[src/rtl/mcp4921_audio_dac.sv]
`default_nettype none
// ============================================================================
//  Module      : mcp4921_audio_dac
//  Description : Write-only SPI (mode 0,0) transmitter for an MCP4921 12-bit
//                DAC. Samples arrive over valid/ready into a one-deep holding
//                register. Each sample becomes one 16-bit command frame and
//                is followed by a one-cycle LDAC_n strobe.
//  Ports       : SCLK          bit clock, all state on posedge
//                reset_n       asynchronous active-low reset
//                sample_in     audio sample (IN_N bits)
//                sample_valid  sample_in is valid
//                sample_ready  holding register empty
//                DAC_CS_n      chip select, active low
//                DAC_SCK       serial clock, ~SCLK while selected, else 0
//                DAC_SDI       serial data, MSB first
//                DAC_LDAC_n    latch strobe, active low
//                busy          frame in progress
//  Revision    : 1.0 - initial release
// ============================================================================
module mcp4921_audio_dac #(
   parameter int IN_N    = 10,
   parameter bit SIGNED  = 1'b0,
   parameter bit BUF     = 1'b0,
   parameter bit GAIN_1X = 1'b1
) (
   input  logic            SCLK,
   input  logic            reset_n,
   input  logic [IN_N-1:0] sample_in,
   input  logic            sample_valid,
   output logic            sample_ready,
   output logic            DAC_CS_n,
   output logic            DAC_SCK,
   output logic            DAC_SDI,
   output logic            DAC_LDAC_n,
   output logic            busy
);

   // Flipping the sign bit turns two's complement into offset binary.
   localparam logic [IN_N-1:0] MSB_FLIP = SIGNED ? (IN_N'(1) << (IN_N - 1)) : '0;

   typedef enum logic [1:0] {
      IDLE  = 2'd0,
      SHIFT = 2'd1,
      LATCH = 2'd2,
      DONE  = 2'd3
   } state_t;

   state_t      state;
   logic [15:0] shreg;
   logic [3:0]  bit_cnt;
   logic [11:0] hold_code;
   logic        hold_full;
   logic [11:0] code;
   logic        accept;

   // Left-justify into the 12-bit DAC code; low bits are zero-filled.
   assign code   = 12'(sample_in ^ MSB_FLIP) << (12 - IN_N);
   assign accept = sample_valid && !hold_full;

   assign sample_ready = !hold_full;
   assign busy         = (state != IDLE);

   // CS_n only changes on posedge SCLK, i.e. while ~SCLK is low, so the
   // gated clock never produces a runt pulse.
   assign DAC_SCK = ~SCLK & ~DAC_CS_n;
   assign DAC_SDI = shreg[15] & ~DAC_CS_n;

   always_ff @(posedge SCLK or negedge reset_n) begin
      if (!reset_n) begin
         state      <= IDLE;
         shreg      <= '0;
         bit_cnt    <= '0;
         hold_code  <= '0;
         hold_full  <= 1'b0;
         DAC_CS_n   <= 1'b1;
         DAC_LDAC_n <= 1'b1;
      end else begin
         // An accept never coincides with the IDLE load: the load only
         // happens while hold_full is set, which blocks accept.
         if (accept) begin
            hold_code <= code;
            hold_full <= 1'b1;
         end

         case (state)
            IDLE: begin
               if (hold_full) begin
                  shreg     <= {1'b0, BUF, GAIN_1X, 1'b1, hold_code};
                  bit_cnt   <= 4'd15;
                  DAC_CS_n  <= 1'b0;
                  hold_full <= 1'b0;
                  state     <= SHIFT;
               end
            end
            SHIFT: begin
               shreg   <= {shreg[14:0], 1'b0};
               bit_cnt <= bit_cnt - 4'd1;
               if (bit_cnt == 4'd0) begin
                  DAC_CS_n <= 1'b1;
                  state    <= LATCH;
               end
            end
            LATCH: begin
               DAC_LDAC_n <= 1'b0;
               state      <= DONE;
            end
            DONE: begin
               DAC_LDAC_n <= 1'b1;
               state      <= IDLE;
            end
            default: state <= IDLE;
         endcase
      end
   end

endmodule
`default_nettype wire

[config.mk]
export PLATFORM = sky130hd
export DESIGN_NAME = mcp4921_audio_dac
export DESIGN_NICKNAME = d
export VERILOG_FILES = /design/src/rtl/mcp4921_audio_dac.sv
export SDC_FILE = /design/constraint.sdc
export NUM_CORES = 1
export LEC_CHECK = 0
export CORE_ASPECT_RATIO = 1.5
export CORE_MARGIN = 4
export CORE_UTILIZATION = 61
export CTS_BUF_LIST = sky130_fd_sc_hd__clkbuf_4
export DETAILED_ROUTE_END_ITERATION = 8
export PLACE_DENSITY = 0.92
export SLEW_MARGIN = 20
export SYNTH_ARGS = -nofsm -noshare
export SYNTH_HDL_FRONTEND = slang
export SYNTH_SLANG_ARGS = --single-unit
[constraint.sdc]
create_clock -name SCLK -period 4.5 [get_ports SCLK]
set_input_delay 1.35 -clock SCLK [delete_from_list [all_inputs] [get_ports SCLK]]
set_output_delay 1.35 -clock SCLK [all_outputs]
set_load 0.005 [all_outputs]
## Word-level counts from Yosys, hierarchy flattened

Cells that the tools add are included.

- Add/sub/neg operators: 1
- Multipliers: 0
- Divide/modulo/power cells: 0
- Order comparisons: 0
- Equality and inequality tests: 5
- Shift operators: 0
- Muxes and demuxes: 14
- Bitwise operators: 4
- Reduce and logical (&&, ||, !) cells: 10

Operator list:

| cell | count |
|---|---|
| $pmux 16 s2 | 1 |
| $mux 16 | 1 |
| $pmux 2 s4 | 1 |
| $pmux 4 s2 | 1 |
| $reduce_bool 2->1 | 3 |
| $mux 1 | 5 |
| $eq 2x2->1 const B | 2 |
| $logic_not 4->1 | 1 |
| $mux 2 | 2 |
| $mux 4 | 1 |
| $ne 2x2->1 const B | 2 |
| $pmux 1 s2 | 2 |
| $reduce_and 2->1 | 2 |
| $sub 4x1->4 const B | 1 |
| $reduce_and 3->1 | 1 |
| $and 1x1->1 | 2 |
| $eq 2x1->1 const B | 1 |
| $logic_not 2->1 | 1 |
| $not 1->1 | 2 |
| $logic_and 1x1->1 | 1 |
| $logic_not 1->1 | 1 |

- Register bits: 35
- Bits in latches: 0
- Bits in writable memories: 0
- Bits in read-only memories: 0
- Output and inout bits: 6
- Logic and storage cells: 41
- Memories: 0

## Logic depth before layout (Yosys ltp)

Gate-level depths: netlist of run 1.

- Word-level depth: 5
- Mapped depth: 7
- Mapped depth without buffers: 5

==> results.json, run 1 <==
{
  "run_status": "complete, no violations",
  "holdCritPathClass": "reg -> reg",
  "synth_fa_ha_area_share_pct": 3.97,
  "floorplan.rows": 22,
  "worst_path_most_repeated_cell": "clkbuf_4",
  "layout.core_utilization_pct": 73.7,
  "antenna_left": 0,
  "first_pass_iters": 4,
  "postSynthRegisterBits": 33,
  "initial_core_util_pct": 64.4,
  "gp_routability_congestion": 0.779,
  "syn-mean-instance-area_sq_um": 12.6,
  "drt-total-wl_um": 2850,
  "worstPathArrival_ps": 3050,
  "power_per_standard_cell_area_mw_per_mm2": 749,
  "fillers": 158,
  "grt_first_pass_wirelength_um": 5040,
  "number_of_antenna_violations_at_the_first_check_in_global_routing": 0,
  "fraction_of_layout_cells_with_a_size_suffix_above_1_pct": 22.1,
  "die_w_um": 49.5,
  "power_mw": 1.35,
  "final_critical_path_setup_slack_ps": 95.2,
  "synthesis.nets": 143,
  "ctsResizeCount": 0,
  "final_net_count": 166,
  "dp.cells": 162,
  "tns_ps": 0,
  "pin_count_of_the_biggest_net_entering_global_routing": 27,
  "grt.met1_usage_pct": 20.9,
  "grt_overflow": 0,
  "globalRouteMet3Util_pct": 7.46,
  "leakagePower_nw": 0.811,
  "design.portCount": 19,
  "final-max-slew-violation-count": 0,
  "maxCapViolations": 0,
  "finish.instance_area_sq_mm": 0.00181,
  "muxShareOfSynthArea_pct": 18.3,
  "slew_headroom_pct": 40.7,
  "worst_slew_pin_slew_ps": 890,
  "worstSetupEndpointType": "output port",
  "grt.total_usage_pct": 19.7,
  "unrepaired_setup_endpoints_after_global_routing": "false",
  "drtIter0Drc": 49,
  "place_area_sq_mm": 0.00173,
  "synth_simple_gate_area_share_pct": 7.69,
  "grt.met2_usage_pct": 32.1,
  "globalRoute.busiestLayer": "met2",
  "cp_slowest_stage_delay_ps": 500,
  "synth_xor_xnor_area_share_pct": 0,
  "place_ws_ps": 346,
  "finalHoldViolations": 0,
  "synth-compound-area-share_pct": 11.6,
  "cts_tree": "done",
  "diodes": 0,
  "timing.critical_path.cells": "clkbuf_4 -> clkbuf_4 -> nor2_1 -> clkdlybuf4s50_1",
  "post-cts-setup-buffer-count": 0,
  "critPathKind": "clk -> out",
  "skew_ps": 14.6,
  "yosysWarningCount": 0,
  "route.detailed.wl_per_inst_um": 16.5,
  "dieHeight_um": 70.3,
  "timing.reg2reg.worst_path_depth": 5,
  "vdd_drop_max_uv": 443,
  "main_combinational_cell_family_by_area_after_synthesis": "multiplexers",
  "hold-path-cell-count": 2,
  "first_global_vias": 1126,
  "report.final.setup_viol": 0,
  "synthesis.instances": 125,
  "worst-path-max-fanout": 2,
  "areaGrowthSynthToFinish_pct": 14.4,
  "clkTransAtPathRegs_ps": 100,
  "routed_via_density": 6.08,
  "start_kind": "clock port",
  "quantity_of_hold_fixing_buffers_added_after_cts": 0,
  "core_sq_mm": 0.00245,
  "synth.lib_cells_used.distinct": 33,
  "mappedNetlistArea_sq_mm": 0.00158,
  "dieArea_sq_mm": 0.00348,
  "worst_hold_margin_ps": 506,
  "worst_ep_required_time_ps": 3150,
  "hpwl_um": 1990,
  "cpMaxStageDelayCell": "clkdlybuf4s50_1",
  "dr_total_vias": 1052,
  "portBuffers": 18,
  "clock_insertion_delay_worst_skew_ps": 450,
  "drc": 0,
  "fin_cells": 173,
  "ys_seq_area_share_pct": 52.5
}
final timing paths:
| check | end | from | slack, ps |
|---|---|---|---|
| worst max-delay path | DAC_SCK | SCLK | 100 |
| worst min-delay path | shreg[8] | shreg[8] | 510 |
| worst max register to register | state[1] | state[1] | 2380 |
| worst min register to register | shreg[8] | shreg[8] | 510 |
| max in group asynchronous | hold_code[5] | reset_n | 3090 |
| min in group asynchronous | state[0] | reset_n | 870 |
worst max-delay path, delay by kind of cell:
family	cells	cell delay [ps]
buffers and inverters	3	730
and+or+nand+nor	1	80
flip-flops by register name, indices dropped and copies added, names as in the netlist:
register,flops
bit_cnt,4
hold_code,10
state,2
DAC_LDAC_n,1
hold_full,1
DAC_CS_n,1
shreg,14
power breakdown:
group          switching [mW]  internal (mW)  total, mW
clock network           0.111          0.118      0.228
logic                   0.276          0.308      0.584
registers              0.0991          0.441      0.540
total                   0.486          0.866       1.35
layout make-up:
cell class	instances	area, sq um	share of cell area, %
clock buffers	11	85.1	4.71
clock inverters	1	3.75	0.208
inverters	8	30.0	1.66
multi-input cells	78	656	36.3
flip-flops and latches	33	828	45.9
well taps	24	30.0	1.66
repair buffers	18	173	9.56
kinds of logic after synthesis:
family | Yosys count
mux | 22
flops | 33
simple gates | 25
fa+ha+maj | 5
buf+inv | 14
compound gates | 26
cell usage after synthesis:
cell	count	share of area, %
buf_6	5	3.6
nand2b_1	3	1.2
o32a_1	1	0.63
a41oi_1	1	0.56
mux2i_4	1	1.4
dfrtp_1	31	49
nand2_1	13	3.1
o21a_4	1	0.95
a22o_1	2	1.1
a22oi_1	1	0.48
ha_1	5	4.0
a21oi_1	3	0.95
o22ai_1	1	0.40
inv_1	7	1.7
nand4_1	1	0.40
mux2_2	1	0.71
a21o_1	1	0.48
a21o_2	1	0.56
nor3b_2	1	0.79
nor2b_1	1	0.40
o311a_1	1	0.63
buf_4	1	0.48
dfstp_2	2	3.3
o22a_1	2	1.1
mux2i_1	9	5.7
inv_2	1	0.24
mux2_4	11	10
o21ai_0	7	2.2
nor2_1	4	0.95
a21oi_2	1	0.56
nor2b_2	1	0.56
nor3_1	1	0.32
o21ai_1	3	0.95
layer usage:
layer  part of all wire (%)  vias to the layer above  routed length (um)
met5                      0                        -                   0
met4                    1.9                        0                  55
met3                    4.8                        5                 138
met2                     54                       31                1550
met1                     39                      539                1110
li1                       -                      477                   -
cell usage in the layout (no fill, tap or decap), types with 3 or more instances in the layout:
cell             netlist  routed
a21oi_1                3       3
clkbuf_4               0      10
clkdlybuf4s50_1        0      17
dfrtp_1               31      31
ha_1                   5       5
inv_1                  7       7
mux2_4                11      11
mux2i_1                9       9
nand2_1               13      13
nand2b_1               3       3
nor2_1                 4       4
o21ai_0                7       7
o21ai_1                3       3
(Power assumes the default switching activity.)
==> inputs of run 2 (changes only) <==
CORE_UTILIZATION = 57   (was 61)
PLACE_DENSITY = 0.87   (was 0.92)
clock period = 4.7 ns   (was 4.5 ns; I/O delays follow)
==> run 2 against run 1 <==
Critical path depth unchanged. Non-clock buffer count unchanged. Combinational power down 5.3%. Sequential cell count unchanged. Power down 6.1%. Core utilization down 5.7 points. Sequential power down 5.4%. Global-route usage down 1.4 points. Sequential share of layout area down 0.38 points. Register-to-register slack better by 230 ps. Clock-buffer cell count down 2. Die area up 6.0%. Critical path type unchanged. Largest cell class unchanged.
==> results.json, run 2 (synthesis results as in run 1) <==
{
  "cp_top_family": "buffers and inverters",
  "route.detailed.wl_per_inst_um": 14.6,
  "hold-path-endpoint": "shreg[10]",
  "maxCapViolations": 0,
  "tns_ps": 0,
  "worst-path-max-fanout": 2,
  "quantity_of_hold_fixing_buffers_added_after_cts": 0,
  "cts_tree": "done",
  "number_of_antenna_violations_at_the_first_check_in_global_routing": 0,
  "grt.total_usage_pct": 18.3,
  "power_per_standard_cell_area_mw_per_mm2": 697,
  "timing.reg2reg.worst_path_depth": 5,
  "dr_total_vias": 986,
  "fraction_of_layout_cells_with_a_size_suffix_above_1_pct": 20.8,
  "vdd_drop_max_uv": 402,
  "finalHoldViolations": 0,
  "critPathKind": "clk -> out",
  "grt_first_pass_wirelength_um": 4770,
  "cp_slowest_stage_delay_ps": 510,
  "clkTransAtPathRegs_ps": 90,
  "mostFrequentLayoutCells": "31 x dfrtp_1, 18 x clkdlybuf4s50_1, 13 x nand2_1",
  "critPathBufInv": 3,
  "worstSetupEndpointType": "output port",
  "worstPathArrival_ps": 3180,
  "timing.reg2reg.setup_slack_ps": 2610,
  "worst_ep_required_time_ps": 3290,
  "worst_path_most_repeated_cell": "clkbuf_4",
  "place_ws_ps": 386,
  "reg2reg_from": "state[1]",
  "antenna_left": 0,
  "final_net_count": 166,
  "gp_routability_congestion": 0.782,
  "grt.met2_usage_pct": 27.3,
  "dieHeight_um": 72.4,
  "skew_ps": 10.7,
  "ctsResizeCount": 0,
  "drt-total-wl_um": 2720,
  "routed_via_density": 5.30,
  "drc": 0,
  "hpwl_um": 1880,
  "max_reg_flops": 14,
  "pin_count_of_the_biggest_net_entering_global_routing": 34,
  "leakagePower_nw": 0.807,
  "portBuffers": 18,
  "final_critical_path_setup_slack_ps": 110,
  "diodes": 0,
  "final-max-slew-violation-count": 0,
  "floorplan.rows": 23,
  "place_area_sq_mm": 0.00175,
  "layout_commonest_cell": "dfrtp_1",
  "report.final.setup_viol": 0,
  "slew_headroom_pct": 42.3,
  "start_kind": "clock port",
  "unrepaired_setup_endpoints_after_global_routing": "false",
  "worst_slew_pin_slew_ps": 865,
  "die_w_um": 51.0,
  "timing.critical_path.cells": "clkbuf_4 -> clkbuf_4 -> nor2_1 -> clkdlybuf4s50_1",
  "post-cts-setup-buffer-count": 0,
  "finish.instance_area_sq_mm": 0.00182,
  "areaGrowthSynthToFinish_pct": 15.4,
  "globalRouteMet3Util_pct": 8.62,
  "globalRoute.busiestLayer": "met2",
  "design.portCount": 19,
  "grt.met1_usage_pct": 20.6,
  "clock_insertion_delay_worst_skew_ps": 440,
  "layout_top_registers": "shreg x14, hold_code x10, bit_cnt x4",
  "grt_overflow": 0,
  "initial_core_util_pct": 59.0,
  "largest-register": "shreg",
  "holdCritPathClass": "reg -> reg",
  "cpMaxStageDelayCell": "clkdlybuf4s50_1",
  "drtIter0Drc": 17,
  "core_sq_mm": 0.00268,
  "reg2reg_to": "state[1]",
  "first_pass_iters": 3,
  "holdCritStartpoint": "shreg[10]",
  "first_global_vias": 1048,
  "dieArea_sq_mm": 0.00369,
  "hold-path-cell-count": 2,
  "run_status": "complete, no violations"
}
[run 2: tightest hold or removal path, cell delays in order, from the launching register on]
cell and delay, ps:
dfrtp_1 350, nand2_1 50, o21ai_1 60
[run 2: area by class of cell]
type | count | area (sq um)
Fill cell | 190 | 856
Sequential cell | 33 | 828
Multi-Input combinational cell | 78 | 656
Timing Repair Buffer | 18 | 178
Clock buffer | 9 | 70.1
Tap cell | 37 | 46.3
Inverter | 8 | 30.0
Clock inverter | 3 | 12.5
[run 2: where the power goes]
part	internal [mW]	switching, mW
Sequential	0.422	0.0891
Combinational	0.295	0.258
Clock	0.0977	0.108
Total	0.814	0.455
[run 2: worst max path at each step]
stage / start / end / slack [ps] / cells past startpoint
5_1_grt: SCLK / DAC_SCK / 60 / 4
3_3_place_gp: SCLK / DAC_SCK / 390 / 2
2_1_floorplan: SCLK / DAC_SCK / 840 / 1
6_report: SCLK / DAC_SCK / 110 / 4
4_1_cts: SCLK / DAC_SCK / 90 / 4
3_5_place_dp: SCLK / DAC_SCK / 390 / 2
[run 2: stage by stage]
step	hold slack, ps	utilization, %	power (mW)	std cells
detailed placement	470	65.3	1.10	175
global route	516	68.0	1.38	186
CTS	498	68.0	1.29	186
global placement	462	65.3	1.06	175
floorplan	448	-	0.982	125
finish	492	68.0	1.27	186
[run 2: layer usage]
metal	wire length, um	share of wire, %
met1	1150	42
met4	92	3.4
met2	1370	51
met5	0	0
met3	104	3.8
